==> src/rtl/tdm_demux.sv <==
// Serial TDM demultiplexer: collects LANES time-slotted samples per frame and holds the frame until it is accepted.
// Optional trailing even-parity bit per frame when TDM_DEMUX_PARITY_EN is defined.
module tdm_demux #(
  parameter int LANES = 4
) (
  input  logic             clk,
  input  logic             rst,
  input  logic             din,
  input  logic             din_valid,
  input  logic             sof,
  output logic [LANES-1:0] lanes,
  output logic             out_valid,
  input  logic             out_ready,
  output logic             overrun,
  output logic             sync_err,
  output logic             parity_err
);

  localparam int CNT_W = (LANES > 1) ? $clog2(LANES) : 1;
  localparam logic [CNT_W-1:0] LAST = CNT_W'(LANES - 1);

  typedef enum logic [1:0] {ST_IDLE, ST_COLLECT, ST_HOLD} state_t;

  state_t           state, state_nxt;
  logic [CNT_W-1:0] cnt, cnt_nxt;
  logic [LANES-1:0] shadow, shadow_nxt, lanes_nxt;
  logic             overrun_nxt, sync_err_nxt;

`ifdef TDM_DEMUX_PARITY_EN
  // par_wait: all lanes captured, the next sample is the parity bit.
  logic par_wait, par_wait_nxt, parity_err_nxt;

  function automatic logic even_parity_err(input logic [LANES-1:0] d, input logic p);
    return ^{d, p};
  endfunction
`endif

  assign out_valid = (state == ST_HOLD);

  always_ff @(posedge clk or posedge rst) begin
    if (rst) begin
      state    <= ST_IDLE;
      cnt      <= '0;
      shadow   <= '0;
      lanes    <= '0;
      overrun  <= 1'b0;
      sync_err <= 1'b0;
`ifdef TDM_DEMUX_PARITY_EN
      par_wait   <= 1'b0;
      parity_err <= 1'b0;
`endif
    end else begin
      state    <= state_nxt;
      cnt      <= cnt_nxt;
      shadow   <= shadow_nxt;
      lanes    <= lanes_nxt;
      overrun  <= overrun_nxt;
      sync_err <= sync_err_nxt;
`ifdef TDM_DEMUX_PARITY_EN
      par_wait   <= par_wait_nxt;
      parity_err <= parity_err_nxt;
`endif
    end
  end

`ifndef TDM_DEMUX_PARITY_EN
  assign parity_err = 1'b0;
`endif

  always_comb begin
    state_nxt    = state;
    cnt_nxt      = cnt;
    shadow_nxt   = shadow;
    lanes_nxt    = lanes;
    overrun_nxt  = overrun;
    sync_err_nxt = sync_err;
`ifdef TDM_DEMUX_PARITY_EN
    par_wait_nxt   = par_wait;
    parity_err_nxt = parity_err;
`endif
    case (state)
      ST_IDLE: begin
        if (din_valid && sof) begin
          shadow_nxt[0] = din;
          cnt_nxt       = CNT_W'(1);
          state_nxt     = ST_COLLECT;
        end
      end
      ST_COLLECT: begin
        if (din_valid) begin
          if (sof) begin
            shadow_nxt[0] = din;
            cnt_nxt       = CNT_W'(1);
            sync_err_nxt  = 1'b1;
`ifdef TDM_DEMUX_PARITY_EN
            par_wait_nxt  = 1'b0;
          end else if (par_wait) begin
            lanes_nxt      = shadow;
            parity_err_nxt = even_parity_err(shadow, din);
            par_wait_nxt   = 1'b0;
            state_nxt      = ST_HOLD;
          end else begin
            shadow_nxt[cnt] = din;
            if (cnt == LAST) begin
              cnt_nxt      = '0;
              par_wait_nxt = 1'b1;
            end else begin
              cnt_nxt = cnt + CNT_W'(1);
            end
          end
`else
          end else begin
            shadow_nxt[cnt] = din;
            if (cnt == LAST) begin
              lanes_nxt = shadow_nxt;
              cnt_nxt   = '0;
              state_nxt = ST_HOLD;
            end else begin
              cnt_nxt = cnt + CNT_W'(1);
            end
          end
`endif
        end
      end
      ST_HOLD: begin
        // A sample arriving on the handshake cycle is only kept if it opens a new frame.
        if (out_ready) begin
          state_nxt = ST_IDLE;
          if (din_valid && sof) begin
            shadow_nxt[0] = din;
            cnt_nxt       = CNT_W'(1);
            state_nxt     = ST_COLLECT;
          end
        end else if (din_valid) begin
          overrun_nxt = 1'b1;
        end
      end
      default: state_nxt = ST_IDLE;
    endcase
  end

endmodule
==> config.mk <==
export PLATFORM = sky130hd
export DESIGN_NAME = tdm_demux
export DESIGN_NICKNAME = d
export VERILOG_FILES = /design/src/rtl/tdm_demux.sv
export SDC_FILE = /design/constraint.sdc
export NUM_CORES = 1
export LEC_CHECK = 0
export BUFFER_PORTS_ARGS = -buffer_cell sky130_fd_sc_hd__buf_2
export CORE_MARGIN = 2
export CORE_UTILIZATION = 45
export DETAILED_ROUTE_END_ITERATION = 10
export GPL_TIMING_DRIVEN = 1
export PLACE_DENSITY = 0.74
export SLEW_MARGIN = 20
export SYNTH_ARGS = -nofsm -noshare
export SYNTH_HDL_FRONTEND = slang
export SYNTH_SLANG_ARGS = --single-unit
==> constraint.sdc <==
create_clock -name clk -period 3.5 [get_ports clk]
set_clock_uncertainty 0.05 [all_clocks]
set_input_delay 0.7 -clock clk [delete_from_list [all_inputs] [get_ports clk]]
set_output_delay 0.7 -clock clk [all_outputs]
set_load 0.02 [all_outputs]
# Word level (Yosys, flattened, before mapping)
# Index checks and enable logic that the tools add are counted.
[totals]
ff_bits = 14
in_bits = 6
output_inout_bits = 8
[op_classes]
addsub = 1
n_lt_le_gt_ge = 2
n_eq_ne = 8
n_mux = 21
bitwise_logic = 2
reduce_logical = 10
[op_table]
columns = ["operator", "n"]
rows = [
  ["2-bit 2-to-1 mux", 10],
  ["2-bit case mux with 3 select lines", 2],
  ["3-bit AND reduction", 4],
  ["2-bit != test (second input constant)", 4],
  ["1-bit 2-to-1 mux", 6],
  ["5-bit AND reduction", 1],
  ["4-bit bitwise mux", 1],
  ["2-bit == test (second input constant)", 2],
  ["4-bit AND reduction", 1],
  ["2-bit by 3-bit < comparator with 1-bit output (second input constant)", 1],
  ["1-bit case mux with 3 select lines", 1],
  ["3-bit nonzero test", 1],
  ["2-bit by 1-bit adder with 2-bit output (second input constant)", 1],
  ["1-bit demux with 2-bit select", 1],
  ["2-bit by 1-bit == test with 1-bit output (second input constant)", 1],
  ["2-bit by 1-bit greater-or-equal comparator with 1-bit output (second input constant)", 1],
  ["1-bit logical AND", 2],
  ["2-bit zero test", 1],
  ["2-bit by 1-bit != test with 1-bit output (second input constant)", 1],
  ["1-bit inverter", 2],
]

# Logic depth before layout (Yosys ltp)
# Gate-level depths: netlist (run 1).
[logic_depth]
depth_word = 8
ltp_mapped = 5

# Least setup slack after synthesis (run 1)
# No wires, ideal clock.
[synth_timing]
path_kind = "input to register"
from = "input port sof"
to = "register shadow[1]"
setup_time_ns = 0.125
arrival_ns = 1.450
slack_ns = 1.875
cell_stages = 4
path_buffers = 1
path_cell_list = "and4bb_1 -> buf_6 -> nand2_2 -> mux2_4"
[synth_via]
elab_chain_len = 2
[synth_rtl]
columns = ["element", "line", "source"]
rows = [
  ["start: declaration", "10", "input logic sof,"],
  ["1-bit inverter (no line)", "n/a", ""],
  ["3-bit AND reduction (no line)", "n/a", ""],
  ["end signal: assignment", "55", "shadow <= shadow_nxt;"],
  ["end: declaration", "26", "logic [LANES-1:0] shadow, shadow_nxt, lanes_nxt;"],
]
# Every way passes these cells.
# A chain may end at the register's enable or synchronous reset.

# Worst setup path after layout (run 1)
[layout_timing]
from = "register state[1]"
to = "output port out_valid"
[layout_via]
elab_chain_len = 1
[layout_rtl]
columns = ["element", "line", "source"]
rows = [
  ["start: declaration", "24", "state_t state, state_nxt;"],
  ["start signal: assignment", "53", "state <= state_nxt;"],
  ["2-bit == test", "38", "assign out_valid = (state == ST_HOLD);"],
  ["end: declaration", "12", "output logic out_valid,"],
]
# Every way passes these cells.

==> impl_metrics.py, run 1 <==
metrics = {
    "power": {
        "netSwitchingFraction_pct": 38.64,
        "clock_power_share_pct": 13.1,
        "pleak_uw": 0.0003933,
        "p_per_area_nw_per_um2": 797.7,
        "power.total_uw": 659.7,
        "seq_power_share_pct": 43.1,
        "p_switching_uw": 254.9,
        "internal_power_uw": 404.8,
        "worst_ir_drop_vdd_mv": 0.3628,
        "power.share.combinational_pct": 43.8,
    },
    "placement": {
        "port-buffer-count": 12,
        "pre_cts_ws_ns": 1.578,
        "placement.cell_area_um2": 804.5,
        "gpl.final_weighted_congestion": 0.7497,
        "post-dp-hpwl_um": 940.3,
    },
    "routing": {
        "postRouteWirelength_um": 1230,
        "routedWlPerCell_um": 13.09,
        "drc": 0,
        "detail_route.first_pass.iterations": 4,
        "via_density_per_instance": 5.436,
        "initialDrtViolationCount": 12,
        "vias": 511,
        "ant_nets": 0,
    },
    "die": {
        "die_y_um": 44.74,
        "start_util_pct": 49.01,
        "num_rows": 14,
        "fp.dieW_um": 44.74,
        "design.core.area_um2": 1524,
        "num_io_pins": 14,
        "dieArea_um2": 2002,
    },
    "logic_synthesis": {
        "synth_edf_count": 0,
        "leading_area_contributor_after_synthesis": "sky130_fd_sc_hd__dfrtp_1",
        "flip_flop_and_latch_count_after_synthesis": 14,
        "synth.area.top_cells": "sky130_fd_sc_hd__dfrtp_1 (47%), sky130_fd_sc_hd__ha_1 (8.4%), sky130_fd_sc_hd__mux2i_1 (6.7%)",
        "postSynth.topFlopCell": "sky130_fd_sc_hd__dfrtp_1",
        "synth_sequential_area_ratio_pct": 46.90,
        "syn-cell-area_um2": 747.0,
        "synth_common_cells": "sky130_fd_sc_hd__dfrtp_1 (14), sky130_fd_sc_hd__inv_1 (6), sky130_fd_sc_hd__a21oi_1 (5), sky130_fd_sc_hd__ha_1 (5), sky130_fd_sc_hd__mux2i_1 (5)",
        "synthDominantCellAreaShare_pct": 46.90,
        "synthesized_netlist_net_count": 77,
        "synthesis.instances": 66,
        "synth-async-reset-ratio_pct": 100.0,
        "synth.lib_cells_used.distinct": 25,
        "yosys.cell_count.top_type": "sky130_fd_sc_hd__dfrtp_1",
        "post_synth.cell_area_avg_um2": 11.32,
        "synth_warnings": 0,
    },
    "timing": {
        "hold_violations": 0,
        "slew_viol_final": 0,
        "relSlewSlack_pct": 66.52,
        "worst_margin_slew_ns": 0.5017,
        "grt_setup_unrepaired": "false",
        "aggregate_negative_setup_slack_ns": 0,
        "max_freq_ghz": 0.5252,
        "layout_min_cycle_time_ns": 1.904,
        "finalCritPeriodShare_pct": 54.40,
        "smallest_setup_slack_after_layout_ns": 1.596,
        "setup_violations": 0,
    },
    "layout": {
        "fin_area_um2": 827.0,
        "area_delta_synth_final_pct": 10.72,
        "final_net_count": 91,
        "fill_cells": 134,
        "drive_above_1_share_pct": 30.77,
        "antennaDiodeCount": 0,
    },
    "global_routing": {
        "maximum_number_of_pins_on_one_net_before_global_route_repair": 15,
        "antenna_found_initial": 0,
        "global_route.overflow_total": 0,
        "first_global_vias": 437,
        "grt_usage_pct": 14.78,
        "first_pass_grt_wire_length_um": 2028,
    },
    "clocking": {
        "postCtsSetupRepairBufs": 0,
        "cts_made_buffers": 3,
        "cts.clk_slew.worst_paths_ns": 0.08,
        "cts_hold_repair.buffers": 0,
        "insertion_delay_ns": 0.28,
        "maximum_count_of_clock_buffers_along_a_single_path": 2,
        "cts.sink_count": 14,
        "tritoncts": "built",
        "ctsRootBufferMaster": "sky130_fd_sc_hd__clkbuf_4",
        "cts_resized": 0,
        "h-tree-depth": 1,
    },
    "worst_setup_path": {
        "critical_path.startpoint_type": "flip-flop",
        "endpoint_kind": "output port",
        "worst-endpoint-required_ns": 2.75,
        "critPathKind": "reg -> out",
        "cp.buffers_inverters": 2,
        "critPathSlowestCell": "sky130_fd_sc_hd__dfrtp_1",
        "crit_arrival_ns": 1.15,
        "timing.critical_path.fanout_max": 6,
        "cp_cell_sequence": "inv_1, nor2_1, buf_2",
        "worst_path_largest_cell_delay_ns": 0.45,
        "critical-path-top-delay-family": "flip-flops",
    },
    "status": {
        "outcome": "completed",
    },
    "flow_run": {
        "max_cap_violations": 0,
    },
    "min_path": {
        "timing.hold.worst.class": "in -> async",
    },
}
## final timing paths
path | depth (start not counted) | start | slack (ns) | end
worst max-delay path | 3 | state[1] | 1.60 | out_valid
worst min-delay path | 2 | rst | 0.38 | overrun
worst max register to register | 5 | cnt[0] | 1.88 | shadow[0]
worst min register to register | 1 | sync_err | 0.41 | sync_err
max in group asynchronous | 2 | rst | 2.67 | lanes[2]
min in group clk | 1 | sync_err | 0.41 | sync_err
## cell type report
class | instances | area, um^2 | area share (%)
multi-input combinational | 43 | 351.6 | 42.51
inverter | 6 | 22.52 | 2.723
timing repair buffer | 12 | 60.06 | 7.262
sequential | 14 | 350.3 | 42.36
tap | 16 | 20.02 | 2.421
clock buffer | 3 | 22.52 | 2.723
## power groups by stage
stage / logic, uW / clock network (uW) / registers, uW
6_report: 289 / 86.7 / 284
5_1_grt: 319 / 95.8 / 295
4_1_cts: 290 / 90.4 / 285
3_5_place_dp: 289 / 0 / 288
3_3_place_gp: 281 / 0 / 285
2_1_floorplan: 189 / 0 / 312
## cell usage in the layout (no fill, tap or decap), drive strengths merged, types with 2 or more instances in the layout
master,Yosys,layout
clkbuf,1,3
inv,6,6
dfrtp,14,14
a21oi,5,5
a31oi,4,4
mux2,5,5
mux2i,5,5
buf,2,12
o21ai,2,2
ha,5,5
nand2,6,6
## sequential cells by signal, summed over array words and instances, names as in the netlist
name / cells
sync_err: 1
cnt: 2
lanes: 4
shadow: 4
state: 2
overrun: 1
## cells by family (layout without fill, tap and decap cells)
group / count (synthesis) / in the layout / synth area share, %
compound gates: 17 / 17 / 14.57
fa+ha+maj: 5 / 5 / 8.375
buf+inv: 9 / 21 / 6.030
flops: 14 / 14 / 46.90
mux: 10 / 10 / 15.24
other cells: 1 / 1 / 0.5020
simple gates: 10 / 10 / 8.374
## through the flow
stage          instances  hold WS (ns)  util, %
3_5_place_dp          91        0.4000    52.79
4_1_cts               94        0.3980    54.27
5_1_grt               94        0.4348    54.27
2_1_floorplan         66        0.4286        -
6_report              94        0.3826    54.27
3_3_place_gp          91        0.4010    52.79
## metal layers
metal  part of all wire (%)  global-route usage, %
met3                    3.9                  6.000
met1                     52                  21.34
met4                    2.1                  9.091
met5                      0                      0
met2                     42                  17.97
(Power assumes the default switching activity.)
==> inputs of run 2 (changes only) <==
==> constraint.sdc (replaced) <==
create_clock -name clk -period 1.92 [get_ports clk]
set_clock_uncertainty 0.05 [all_clocks]
set_input_delay 0.384 -clock clk [delete_from_list [all_inputs] [get_ports clk]]
set_output_delay 0.384 -clock clk [all_outputs]
set_load 0.02 [all_outputs]
==> impl_metrics.py, run 2 (same netlist as run 1, synthesis figures left out) <==
metrics = {
    "status": {
        "outcome": "completed",
    },
    "die": {
        "die_y_um": 44.74,
        "dieArea_um2": 2002,
        "num_io_pins": 14,
        "design.core.area_um2": 1524,
        "fp.dieW_um": 44.74,
        "num_rows": 14,
        "start_util_pct": 49.01,
    },
    "placement": {
        "port-buffer-count": 12,
        "post-dp-hpwl_um": 930.3,
        "gpl.final_weighted_congestion": 0.7887,
        "place_inst": 92,
    },
    "routing": {
        "routedWlPerCell_um": 12.81,
        "postRouteWirelength_um": 1230,
        "ant_nets": 0,
        "via_density_per_instance": 5.313,
        "vias": 510,
        "detail_route.first_pass.iterations": 4,
        "drc": 0,
        "initialDrtViolationCount": 11,
    },
    "timing": {
        "hold_violations": 0,
        "max_freq_ghz": 0.6208,
        "slew_viol_final": 0,
        "finalHoldWorstSlack_ns": 0.06324,
        "finalCritPeriodShare_pct": 83.89,
        "layout_min_cycle_time_ns": 1.611,
        "setup_violations": 0,
        "aggregate_negative_setup_slack_ns": 0,
        "grt_setup_unrepaired": "false",
        "worst_margin_slew_ns": 0.5237,
        "relSlewSlack_pct": 65.05,
    },
    "power": {
        "worst_ir_drop_vdd_mv": 0.6994,
        "pleak_uw": 0.0004057,
        "clock_power_share_pct": 17.1,
        "netSwitchingFraction_pct": 37.81,
        "power.share.combinational_pct": 41.8,
        "seq_power_share_pct": 41.1,
        "p_switching_uw": 476.1,
        "internal_power_uw": 783.2,
        "p_per_area_nw_per_um2": 1484,
    },
    "worst_setup_path": {
        "r2r.worst_path.cells": 5,
        "critical_path.startpoint_type": "flip-flop",
        "crit_arrival_ns": 1.18,
        "endpoint_kind": "output port",
        "worst-endpoint-required_ns": 1.49,
        "r2r-end": "shadow[0]",
        "timing.critical_path.fanout_max": 6,
        "worst_r2r_src": "cnt[0]",
        "timing.reg2reg.setup_slack_ns": 0.32,
        "critPathKind": "reg -> out",
    },
    "layout": {
        "most-common-layout-cells": "sky130_fd_sc_hd__dfrtp_1 (14), sky130_fd_sc_hd__buf_2 (12), sky130_fd_sc_hd__inv_1 (6)",
        "final_net_count": 92,
        "mostFrequentLayoutCell": "sky130_fd_sc_hd__dfrtp_1",
        "fill_cells": 126,
        "area_delta_synth_final_pct": 13.57,
        "drive_above_1_share_pct": 32.50,
        "antennaDiodeCount": 0,
        "top_regs": "lanes (4), shadow (4)",
        "layoutNonFillerInstCount": 96,
    },
    "clocking": {
        "cts_made_buffers": 3,
        "insertion_delay_ns": 0.29,
        "h-tree-depth": 1,
        "tritoncts": "built",
        "ctsRootBufferMaster": "sky130_fd_sc_hd__clkbuf_4",
        "cts_hold_repair.buffers": 0,
        "cts.clk_slew.worst_paths_ns": 0.09,
        "maximum_count_of_clock_buffers_along_a_single_path": 2,
        "cts_resized": 0,
        "cts.sink_count": 14,
        "postCtsSetupRepairBufs": 0,
    },
    "global_routing": {
        "antenna_found_initial": 0,
        "maximum_number_of_pins_on_one_net_before_global_route_repair": 15,
        "first_pass_grt_wire_length_um": 2021,
        "first_global_vias": 467,
        "grt_usage_pct": 14.65,
        "global_route.overflow_total": 0,
    },
    "flow_run": {
        "max_cap_violations": 0,
    },
    "min_path": {
        "timing.hold.worst.class": "in -> async",
    },
}
-- run 2: power by group through the flow --
| stage | sequential [uW] | combinational, uW | clock [uW] |
|---|---|---|---|
| global route | 537 | 582 | 238 |
| detailed placement | 522 | 527 | 0 |
| floorplan | 570 | 345 | 0 |
| global placement | 518 | 517 | 0 |
| finish | 517 | 526 | 216 |
| CTS | 516 | 528 | 219 |
-- run 2: stage by stage --
stage	total power, uW	worst slack [ns]	util [%]	area, um^2
4_1_cts	1263	0.3018	55.67	848.3
3_3_place_gp	1035	0.3614	53.28	812.0
3_5_place_dp	1049	0.3220	53.28	812.0
2_1_floorplan	915.0	0.4301	-	747.0
5_1_grt	1357	0.2018	55.67	848.3
6_report	1259	0.3092	55.67	848.3
-- run 2: layout make-up --
class,count,area (um^2),area share (%)
clock buffer,4,36.28,4.277
multi-input combinational,43,351.6,41.45
timing repair buffer,13,67.56,7.965
inverter,6,22.52,2.655
sequential,14,350.3,41.30
tap,16,20.02,2.360
-- run 2: worst max-delay path, cell delays in order (launching register included) --
cell and delay [ns]:
sky130_fd_sc_hd__dfrtp_1 0.47, sky130_fd_sc_hd__inv_1 0.11, sky130_fd_sc_hd__nor2_1 0.14, sky130_fd_sc_hd__buf_2 0.18
-- run 2: per-layer routing --
| metal | wire length [um] | track usage (%) |
|---|---|---|
| met3 | 35 | 4.800 |
| met5 | 0 | 0 |
| met4 | 44 | 10.91 |
| met1 | 657 | 18.83 |
| met2 | 492 | 20.29 |
-- run 2: worst max-delay path by stage --
stage,start,end,slack (ns),cells after the start
after floorplan,cnt[0],shadow[0],0.43,5
after global placement,cnt[0],shadow[0],0.36,5
after detailed placement,cnt[0],shadow[0],0.32,5
after CTS,cnt[0],shadow[0],0.30,5
after global routing,cnt[0],shadow[0],0.20,5
final,state[1],out_valid,0.31,3
==> inputs of run 3 (changes only) <==
==> constraint.sdc (replaced) <==
create_clock -name clk -period 1.5 [get_ports clk]
set_clock_uncertainty 0.05 [all_clocks]
set_input_delay 0.3 -clock clk [delete_from_list [all_inputs] [get_ports clk]]
set_output_delay 0.3 -clock clk [all_outputs]
set_load 0.02 [all_outputs]
==> impl_metrics.py, run 3 (same netlist as run 1, synthesis figures left out) <==
metrics = {
    "die": {
        "design.core.area_um2": 1524,
        "fp.dieW_um": 44.74,
        "num_io_pins": 14,
        "start_util_pct": 49.01,
        "dieArea_um2": 2002,
        "die_y_um": 44.74,
        "num_rows": 14,
    },
    "worst_setup_path": {
        "cpMostUsedCell": "sky130_fd_sc_hd__inv_1",
        "critPathSlowestCell": "sky130_fd_sc_hd__dfrtp_1",
        "cp_cell_sequence": "inv_1, ha_1, inv_1, a221oi_2, mux2_4",
        "worst-endpoint-required_ns": 1.62,
        "timing.reg2reg.setup_slack_ns": 0.04,
        "timing.critical_path.fanout_max": 2,
        "critical_path.startpoint_type": "flip-flop",
        "setup.worst_path.end": "shadow[0]",
        "r2r-end": "shadow[0]",
        "critPathKind": "reg -> reg",
        "r2r.worst_path.cells": 5,
        "endpoint_kind": "flip-flop",
        "worst_path_largest_cell_delay_ns": 0.38,
        "worst_r2r_src": "cnt[0]",
        "worstSetupStartpoint": "cnt[0]",
        "crit_arrival_ns": 1.58,
    },
    "layout": {
        "most-common-layout-cells": "sky130_fd_sc_hd__dfrtp_1 (12), sky130_fd_sc_hd__buf_2 (11), sky130_fd_sc_hd__buf_4 (9), sky130_fd_sc_hd__inv_1 (6)",
        "final-seq-area_um2": 352.8,
        "multi_input_combinational_cell_area_um2": 371.6,
        "fill_cells": 130,
        "area_delta_synth_final_pct": 22.11,
        "layoutNonFillerInstCount": 102,
        "final_net_count": 99,
        "top_regs": "lanes (4), shadow (4)",
        "drive_above_1_share_pct": 43.02,
        "mostFrequentLayoutCell": "sky130_fd_sc_hd__dfrtp_1",
        "antennaDiodeCount": 0,
    },
    "routing": {
        "drc": 0,
        "initialDrtViolationCount": 8,
        "detail_route.first_pass.iterations": 4,
        "via_density_per_instance": 5.441,
        "postRouteWirelength_um": 1459,
        "ant_nets": 0,
        "routedWlPerCell_um": 14.30,
        "vias": 555,
    },
    "timing": {
        "relSlewSlack_pct": 64.28,
        "finalCritPeriodShare_pct": 97.44,
        "worst_margin_slew_ns": 0.5351,
        "setup_violations": 0,
        "hold_violations": 8,
        "slew_viol_final": 0,
        "max_freq_ghz": 0.6842,
        "finalHoldWorstSlack_ns": -0.009316,
        "layout_min_cycle_time_ns": 1.462,
    },
    "clocking": {
        "cts.sink_count": 14,
        "maximum_count_of_clock_buffers_along_a_single_path": 2,
        "cts.clk_slew.worst_paths_ns": 0.08,
        "ctsRootBufferMaster": "sky130_fd_sc_hd__clkbuf_4",
        "insertion_delay_ns": 0.28,
        "cts_made_buffers": 3,
        "h-tree-depth": 1,
        "cts_hold_repair.buffers": 0,
        "tritoncts": "built",
    },
    "power": {
        "p_per_area_nw_per_um2": 1864,
        "clock_power_share_pct": 12.4,
        "netSwitchingFraction_pct": 37.96,
        "worst_ir_drop_vdd_mv": 0.8891,
        "internal_power_uw": 1055,
        "pleak_uw": 0.0004455,
        "power.share.combinational_pct": 49.2,
        "seq_power_share_pct": 38.4,
        "power.total_uw": 1700,
        "p_switching_uw": 645.5,
    },
    "global_routing": {
        "global_route.overflow_total": 0,
        "antenna_found_initial": 0,
        "maximum_number_of_pins_on_one_net_before_global_route_repair": 15,
        "first_pass_grt_wire_length_um": 2283,
        "grt_usage_pct": 16.89,
        "first_global_vias": 501,
    },
    "status": {
        "violated_checks": "negative hold slack",
        "outcome": "finished with violations",
    },
    "flow_run": {
        "max_cap_violations": 0,
    },
    "placement": {
        "place_inst": 98,
        "port-buffer-count": 12,
        "gpl.final_weighted_congestion": 0.7692,
        "post-dp-hpwl_um": 1011,
    },
    "min_path": {
        "timing.hold.worst.class": "in -> async",
    },
}
-- run 3: cell count changes in the layout (fill, tap and decap cells not counted), sizes merged --
cell	before	now
clkbuf	4	3
buf	13	20
-- run 3: power by group through the flow --
stage | Clock [uW] | Combinational [uW] | Sequential, uW
final | 211 | 836 | 653
after CTS | 216 | 792 | 647
after floorplan | 0 | 442 | 729
after detailed placement | 0 | 789 | 652
after global placement | 0 | 773 | 638
after global routing | 235 | 921 | 675
-- run 3: layout make-up --
class / count / share of cell area, %
sequential: 14 / 38.68
multi-input combinational: 43 / 40.74
inverter: 6 / 2.469
timing repair buffer: 20 / 13.44
tap: 16 / 2.195
clock buffer: 3 / 2.469
-- run 3: layer usage --
layer	GRT usage, %	vias up	routed length (um)
met5	0	-	0
met4	14.55	0	46
met3	3.600	4	27
met2	21.74	7	692
met1	23.65	269	692
li1	-	275	-
-- run 3: per-stage QoR --
stage | hold WS [ns] | TNS [ns] | instance area [um^2] | setup slack [ns] | util [%]
6_report | -0.009316 | 0 | 912.1 | 0.03834 | 59.85
5_1_grt | 0.03557 | -0.03413 | 912.1 | -0.02490 | 59.85
4_1_cts | 0.01822 | 0 | 882.1 | 0.001608 | 57.88
3_5_place_dp | 0.3242 | -0.003973 | 857.1 | -0.003973 | 56.24
3_3_place_gp | 0.3138 | 0 | 857.1 | 0.06409 | 56.24
2_1_floorplan | 0.1392 | 0 | 747.0 | 0.01009 | -
-- run 3: worst min path at each step --
stage	to	slack (ns)	start
finish	overrun	-0.009	rst
global route	shadow[3]	0.04	rst
CTS	overrun	0.02	rst
detailed placement	overrun	0.32	rst
global placement	overrun	0.31	rst
floorplan	cnt[0]	0.14	rst
-- run 3: critical path: cells and delay by family (launching register included) --
kind            cells  cell delay, ns
mux                 1            0.33
buf+inv             2            0.15
fa+ha+maj           1            0.17
compound gates      1            0.27
flops               1            0.38
-- run 3: timing repair --
action,in CTS,in global routing
pin swaps,0,1
endpoints found under the setup margin,2,3
buffers inserted,0,1
hold endpoints to repair,0,0
resized for setup,2,5
